File: src/rtl/chess_pkg.sv
// Shared piece codes, controller states, the initial position and ownership helpers
// for the chess move controller.
package chess_pkg;

   localparam logic [3:0] P_EMPTY    = 4'd0;
   localparam logic [3:0] P_W_PAWN   = 4'd1;
   localparam logic [3:0] P_W_BISHOP = 4'd2;
   localparam logic [3:0] P_W_KNIGHT = 4'd3;
   localparam logic [3:0] P_W_ROOK   = 4'd4;
   localparam logic [3:0] P_W_QUEEN  = 4'd5;
   localparam logic [3:0] P_W_KING   = 4'd6;
   localparam logic [3:0] P_B_PAWN   = 4'd7;
   localparam logic [3:0] P_B_BISHOP = 4'd8;
   localparam logic [3:0] P_B_KNIGHT = 4'd9;
   localparam logic [3:0] P_B_ROOK   = 4'd10;
   localparam logic [3:0] P_B_QUEEN  = 4'd11;
   localparam logic [3:0] P_B_KING   = 4'd12;

   typedef enum logic [2:0] {
      S_IDLE,
      S_FETCH,
      S_PICKED,
      S_COMMIT,
      S_OVER
   } state_t;

   // Cell i = r*8+c; the most significant nibble is row 7, col 7.
   localparam logic [63:0][3:0] INIT_BOARD =
      256'hA98CB89A_77777777_00000000_00000000_00000000_00000000_11111111_43265234;

   function automatic logic is_white(input logic [3:0] code);
      return (code >= P_W_PAWN) && (code <= P_W_KING);
   endfunction

   function automatic logic is_black(input logic [3:0] code);
      return (code >= P_B_PAWN) && (code <= P_B_KING);
   endfunction

   function automatic logic is_own(input logic [3:0] code, input logic turn);
      return turn ? is_black(code) : is_white(code);
   endfunction

endpackage

File: src/rtl/chess_move_controller.sv
// Owns the board, turns select/target clicks into committed moves using the
// legal-move mask returned by the combinational move generator.
module chess_move_controller
   import chess_pkg::*;
(
   input  logic          clk,
   input  logic          rst,
   input  logic          new_game,
   input  logic          click_valid,
   input  logic [5:0]    click_pos,
   output logic          click_ready,
   output logic [4:0]    sel_figure,
   output logic [5:0]    sel_pos,
   input  logic [63:0]   moves_mask,
   output logic [63:0]   highlight,
   output logic [255:0]  board_flat,
   output logic          turn,
   output logic          move_done,
   output logic [5:0]    move_from,
   output logic [5:0]    move_to,
   output logic [3:0]    captured,
   output logic          illegal,
   output logic          game_over
);

   state_t             r_state, w_state_nxt;
   logic [63:0][3:0]   r_board;
   logic [3:0]         r_sel_fig;
   logic [5:0]         r_sel_pos;
   logic [5:0]         r_tgt;
   logic [63:0]        r_highlight;
   logic               r_turn;
   logic               r_move_done;
   logic [5:0]         r_move_from;
   logic [5:0]         r_move_to;
   logic [3:0]         r_captured;
   logic               r_illegal;
   logic               r_game_over;

   logic               w_accept;
   logic [3:0]         w_click_code;
   logic               w_click_own;
   logic [3:0]         w_to_code;
   logic [3:0]         w_fig;
   logic               w_sel_load;
   logic               w_deselect;
   logic               w_tgt_load;
   logic               w_fetch;
   logic               w_commit;
   logic               w_illegal;

   assign click_ready  = (r_state == S_IDLE) || (r_state == S_PICKED) || (r_state == S_OVER);
   assign w_accept     = click_valid && click_ready;
   assign w_click_code = r_board[click_pos];
   assign w_click_own  = is_own(w_click_code, r_turn);
   assign w_to_code    = r_board[r_tgt];

   // Pawns reaching the far rank are promoted to a queen of their colour.
   always_comb begin
      w_fig = r_sel_fig;
      if (r_sel_fig == P_W_PAWN && r_tgt[5:3] == 3'd7)
         w_fig = P_W_QUEEN;
      else if (r_sel_fig == P_B_PAWN && r_tgt[5:3] == 3'd0)
         w_fig = P_B_QUEEN;
   end

   always_ff @(posedge clk or posedge rst) begin
      if (rst)
         r_state <= S_IDLE;
      else
         r_state <= w_state_nxt;
   end

   always_comb begin
      w_state_nxt = r_state;
      w_sel_load  = 1'b0;
      w_deselect  = 1'b0;
      w_tgt_load  = 1'b0;
      w_fetch     = 1'b0;
      w_commit    = 1'b0;
      w_illegal   = 1'b0;
      case (r_state)
         S_IDLE: begin
            if (w_accept) begin
               if (w_click_own) begin
                  w_sel_load  = 1'b1;
                  w_state_nxt = S_FETCH;
               end else begin
                  w_illegal = 1'b1;
               end
            end
         end
         S_FETCH: begin
            w_fetch     = 1'b1;
            w_state_nxt = S_PICKED;
         end
         S_PICKED: begin
            if (w_accept) begin
               if (click_pos == r_sel_pos) begin
                  w_deselect  = 1'b1;
                  w_state_nxt = S_IDLE;
               end else if (w_click_own) begin
                  w_sel_load  = 1'b1;
                  w_state_nxt = S_FETCH;
               end else if (r_highlight[click_pos]) begin
                  w_tgt_load  = 1'b1;
                  w_state_nxt = S_COMMIT;
               end else begin
                  w_illegal = 1'b1;
               end
            end
         end
         S_COMMIT: begin
            w_commit    = 1'b1;
            w_state_nxt = (w_to_code == P_W_KING || w_to_code == P_B_KING) ? S_OVER : S_IDLE;
         end
         S_OVER: ;
         default: w_state_nxt = S_IDLE;
      endcase
      // new_game overrides any click decision taken in the same cycle
      if (new_game)
         w_state_nxt = S_IDLE;
   end

   always_ff @(posedge clk or posedge rst) begin
      if (rst) begin
         r_board     <= INIT_BOARD;
         r_sel_fig   <= '0;
         r_sel_pos   <= '0;
         r_tgt       <= '0;
         r_highlight <= '0;
         r_turn      <= 1'b0;
         r_move_done <= 1'b0;
         r_move_from <= '0;
         r_move_to   <= '0;
         r_captured  <= '0;
         r_illegal   <= 1'b0;
         r_game_over <= 1'b0;
      end else if (new_game) begin
         r_board     <= INIT_BOARD;
         r_sel_fig   <= '0;
         r_sel_pos   <= '0;
         r_tgt       <= '0;
         r_highlight <= '0;
         r_turn      <= 1'b0;
         r_move_done <= 1'b0;
         r_move_from <= '0;
         r_move_to   <= '0;
         r_captured  <= '0;
         r_illegal   <= 1'b0;
         r_game_over <= 1'b0;
      end else begin
         r_illegal   <= w_illegal;
         r_move_done <= w_commit;
         if (w_sel_load) begin
            r_sel_pos <= click_pos;
            r_sel_fig <= w_click_code;
         end
         if (w_deselect) begin
            r_highlight <= '0;
            r_sel_fig   <= '0;
         end
         if (w_fetch)
            r_highlight <= moves_mask;
         if (w_tgt_load)
            r_tgt <= click_pos;
         if (w_commit) begin
            r_board[r_sel_pos] <= P_EMPTY;
            r_board[r_tgt]     <= w_fig;
            r_captured         <= w_to_code;
            r_move_from        <= r_sel_pos;
            r_move_to          <= r_tgt;
            r_turn             <= ~r_turn;
            r_highlight        <= '0;
            r_sel_fig          <= '0;
            if (w_to_code == P_W_KING || w_to_code == P_B_KING)
               r_game_over <= 1'b1;
         end
      end
   end

   assign sel_figure = {1'b0, r_sel_fig};
   assign sel_pos    = r_sel_pos;
   assign highlight  = r_highlight;
   assign board_flat = r_board;
   assign turn       = r_turn;
   assign move_done  = r_move_done;
   assign move_from  = r_move_from;
   assign move_to    = r_move_to;
   assign captured   = r_captured;
   assign illegal    = r_illegal;
   assign game_over  = r_game_over;

endmodule

File: config.mk
export PLATFORM = sky130hd
export DESIGN_NAME = chess_move_controller
export DESIGN_NICKNAME = d
export VERILOG_FILES = /design/src/rtl/chess_pkg.sv /design/src/rtl/chess_move_controller.sv
export SDC_FILE = /design/constraint.sdc
export NUM_CORES = 1
export LEC_CHECK = 0
export ABC_AREA = 1
export CAP_MARGIN = 20
export CORE_UTILIZATION = 40
export CTS_CLUSTER_SIZE = 8
export DETAILED_ROUTE_END_ITERATION = 7
export DONT_BUFFER_PORTS = 1
export SKIP_CTS_REPAIR_TIMING = 1
export SYNTH_ARGS = -nofsm -noshare
export SYNTH_HDL_FRONTEND = slang
export SYNTH_SLANG_ARGS = --single-unit
File: constraint.sdc
create_clock -name clk -period 14.5 [get_ports clk]
set_clock_uncertainty 0.2 [all_clocks]
set_input_delay 1.45 -clock clk [delete_from_list [all_inputs] [get_ports clk]]
set_output_delay 1.45 -clock clk [all_outputs]
set_load 0.005 [all_outputs]
==> summary.md <==
| Metric | Value |
|---|---|
| Post-detailed-routing wire length | roughly 100 mm |
| Total negative slack | 0 ns |
| Cell-internal power | 1840 µW |
| Fillcell total | 5074 |
| Number of cells in the finished layout apart from fillers | 3376 |
| Synth-to-Final Area Change | 8.63% |
| Hold path startpoint | captured[3]$_DFFE_PP0P_ |
| DRC | 15 |
| Cells traversed along the worst timing path | inv_4, buf_4, buf_12, nand2_1, nand3_1, nand3_1, nand2_1, nand2_1, nand3_1, nand3_1, nand2_2, inv_2, o21bai_1, nand3_2, nand2_4, nand2_4, nand3_1, o21ai_1 |
| Fraction of final layout cells sized beyond drive strength 1 | 8.03% |
| Die X-Extent | 229 µm |
| Worst min-delay path category | reg2reg |
| Grt met2 use | between 50% and 60% |
| Maximum level of the CTS H-tree | 2 |
| Warnings from Yosys | 0 |
| Slowest cell delay on critical path | 0.70 ns |
| Post-Synthesis Cells | between 2000 and 3000 |
| Part of the total power dissipated in the clock network | 41.8% |
| Clock latency of the later-clocked register in the worst-skew pair | 0.62 ns |
| Avg Synthesized Cell Area | roughly 7.5 µm² |
| Worst-case vdd ir drop | 0.108 mV |
| Classification of the worst setup path | in2reg |
| Tmin final | 4.60 ns |
| FMAX | 218 MHz |
| Worst R2R End | game_over$_DFFE_PP0P_ |
| Combined flip-flop and latch cell area | 0.00906 mm² |
| Syn nets | 2821 |
| Summed instance area of the synthesized netlist | a little over 0.02 mm² |
| Distinct cell type count after synthesis | 55 |
| TritonCTS clock tree | yes |
| Worst setup EP type | flip-flop |
| RSZ-0062 raised after global routing | false |
| I/O pin count | 426 |
| Number of maximum-capacitance violations | 0 |
| Area of the multi-input gates | approximately 0.0094 mm² |
| Die span in y | between 200 and 250 µm |
| Worst Hold Endpoint | captured[3]$_DFFE_PP0P_ |
| CORE AREA | roughly 0.051 mm² |
| Most utilized layer in the global route result | met2 |
| Number of antenna violations at the first check in global routing | 5 |
| Number of buffers inserted during clock tree synthesis | 51 |
| FF-to-FF path depth | 13 |
| Violations in the final reports | design-rule violations |
| Hold violation total from the final report | 0 |
| Static leakage | between 0.009 and 0.01 µW |
| Max_slew headroom | 21.7% |
| Pin count of the biggest net entering global routing | 169 |
| Switching power total | 941 µW |
| Clock sink total | roughly 360 |
| Cell with the most instances on the worst path | sky130_fd_sc_hd__nand3_1 |
| Final Net Count | 2737 |
| DRC violation total after the first TritonRoute iteration | between 2000 and 3000 |
| Most common cell after layout, fill and taps aside | sky130_fd_sc_hd__nand2_1 |
| Die Footprint | roughly 0.053 mm² |
| Comb pwr share | about 17% |
| Share of synthesized area occupied by flip-flops and latches | 43.8% |
| Cell area power density | 124 mW/mm² |
| Required time of the critical path | 14.79 ns |
| Total iterations of the first detailed-routing run | 8 |
| Clock tree root buffer cell | sky130_fd_sc_hd__clkbuf_16 |
| Clock tree buffer depth | 3 |
| Outcome | finished with violations |
| Main flop type after synthesis | sky130_fd_sc_hd__dfrtp_1 |
| Antenna-violating nets left | 0 |
| FP Rows | 82 |
| Net switching share of the total power | 33.9% |
| Remaining Overflow, GRT | 0 |
| Sort of element at the start of the critical path | primary input |
| Worst hold stages | 2 |
| Post-synth ARST share | 100% |
| Worst-path clk slew | 0.05 ns |
| Crit path arrival time | around 4.9 ns |
| Final Slew Violations | 0 |
| Cell with the largest stage delay on the worst path | sky130_fd_sc_hd__buf_4 |
| FF+latch count, synth | 359 |
| Placed Cells incl. Taps | about 3300 |
| Number of input and output port buffers inserted | 0 |
| Total routing resource utilization after global routing | 37.9% |
| Crit share post-route | 31.7% |
| Final setup violation count | 0 |
| Worst-Margin Slew | 1.17 ns |
| Average routed wire per standard cell | approximately 30 µm |
| Vias | roughly 22000 |
| Met1 GRT Util | 46.5% |
| Highest fanout seen on the critical path | 168 |
| Via count of the first global-routing pass | 21000 |
| First-pass GRT wire length | 147 mm |
| Sequential fraction of design power | 41.0% |
| Reg-to-reg slack, setup | 10.28 ns |
| GRT met3 Usage | 15.1% |
| Vias per std cell | 6.52 |
| Number of flops mapped to enable cells by yosys | 0 |
| Most frequent cells in the layout | sky130_fd_sc_hd__nand2_1 (596), sky130_fd_sc_hd__nand3_1 (377), sky130_fd_sc_hd__inv_1 (331) |
| Detail Placement HPWL | a little under 70 mm |
| Routability cong. | 0.982 |
| FF-to-FF Start | r_tgt[0]$_DFFE_PP0P_ |
| Initial Utilization | 40.9% |
==> metal layers <==
layer	vias to the layer above	routed length (µm)
met5	-	110
met4	10	6460
met3	381	15000
met2	1752	43800
met1	10621	37100
li1	9253	-
==> registers in the layout, summed over array words and instances (netlist names) <==
register,count
highlight,64
turn,1
r_sel_fig,4
move_done,1
move_to,6
board_flat,256
captured,4
illegal,1
move_from,6
r_tgt,6
game_over,1
sel_pos,6
r_state,3
==> worst max-delay path by stage <==
stage	startpoint	to	slack (ns)	cells past startpoint
after floorplan	rst	board_flat[0]$_DFFE_PP0P_	2.99	1
after global placement	click_pos[0]	sel_pos[4]$_DFFE_PP0P_	9.62	19
after detailed placement	click_pos[0]	r_sel_fig[2]$_DFFE_PP0P_	9.52	19
after CTS	click_pos[0]	r_sel_fig[2]$_DFFE_PP0P_	10.15	19
after global routing	click_pos[0]	sel_pos[1]$_DFFE_PP0P_	9.84	20
final	click_pos[0]	r_sel_fig[1]$_DFFE_PP0P_	9.90	18
==> layout make-up <==
cell class,count,area share [%]
clock buffer,89,6.36
sequential,359,40.3
timing repair buffer,46,1.65
antenna,1,0.0111
clock inverter,4,0.251
multi-input combinational,1852,41.7
inverter,353,5.95
tap,672,3.74
==> worst max-delay path: cells and delay by family <==
family | cells | cell delay (ns)
buf+inv | 4 | 1.52
simple gates | 12 | 1.50
compound gates | 2 | 0.25
==> power groups by stage <==
| stage | logic [µW] | clock network (µW) | registers, µW |
|---|---|---|---|
| final | 478 | 1160 | 1140 |
| after global routing | 509 | 1210 | 1140 |
| after floorplan | 331 | 0 | 1120 |
| after global placement | 452 | 0 | 1160 |
| after CTS | 459 | 1160 | 1140 |
| after detailed placement | 457 | 0 | 1150 |
==> cell usage after synthesis, drive strengths merged (7+ instances only) <==
master / count / area share [%]
nand3: 384 / 9.5
a221oi: 24 / 1.0
o21ai: 228 / 5.5
o31ai: 28 / 1.0
nor3: 30 / 0.90
a32o: 7 / 0.34
nor2: 138 / 2.5
dfrtp: 300 / 36
clkbuf: 82 / 1.5
inv: 349 / 6.3
o211ai: 7 / 0.25
a31oi: 20 / 0.60
o22ai: 150 / 4.5
a22oi: 18 / 0.65
nand2: 605 / 11
a21oi: 99 / 2.4
o32ai: 36 / 1.5
o41ai: 9 / 0.38
a221o: 17 / 0.82
buf: 101 / 3.3
nand4: 18 / 0.54
dfstp: 59 / 7.5
==> through the flow <==
stage | utilization (%) | hold slack [ns] | cell area (µm²) | power (µW) | setup slack, ns
final | 44.4 | 0.317 | 22500 | 2780 | 9.90
after floorplan | - | 0.272 | 20700 | 1450 | 2.99
after global routing | 44.4 | 0.346 | 22500 | 2860 | 9.84
after detailed placement | 41.4 | 0.320 | 20900 | 1610 | 9.52
after CTS | 44.3 | 0.335 | 22400 | 2760 | 10.15
after global placement | 41.4 | 0.324 | 20900 | 1610 | 9.62
==> cell families after synthesis <==
family                    count (synthesis)  share of synthesized area (%)
buffers and inverters                   536                           11.2
xor gates and xnor gates                  4                          0.169
DFF                                     359                           43.8
and+or+nand+nor                        1181                           24.8
other                                     1                         0.0181
AOI/OAI and AO/OA                       666                           20.1
Power figures use the tool's default switching activity.
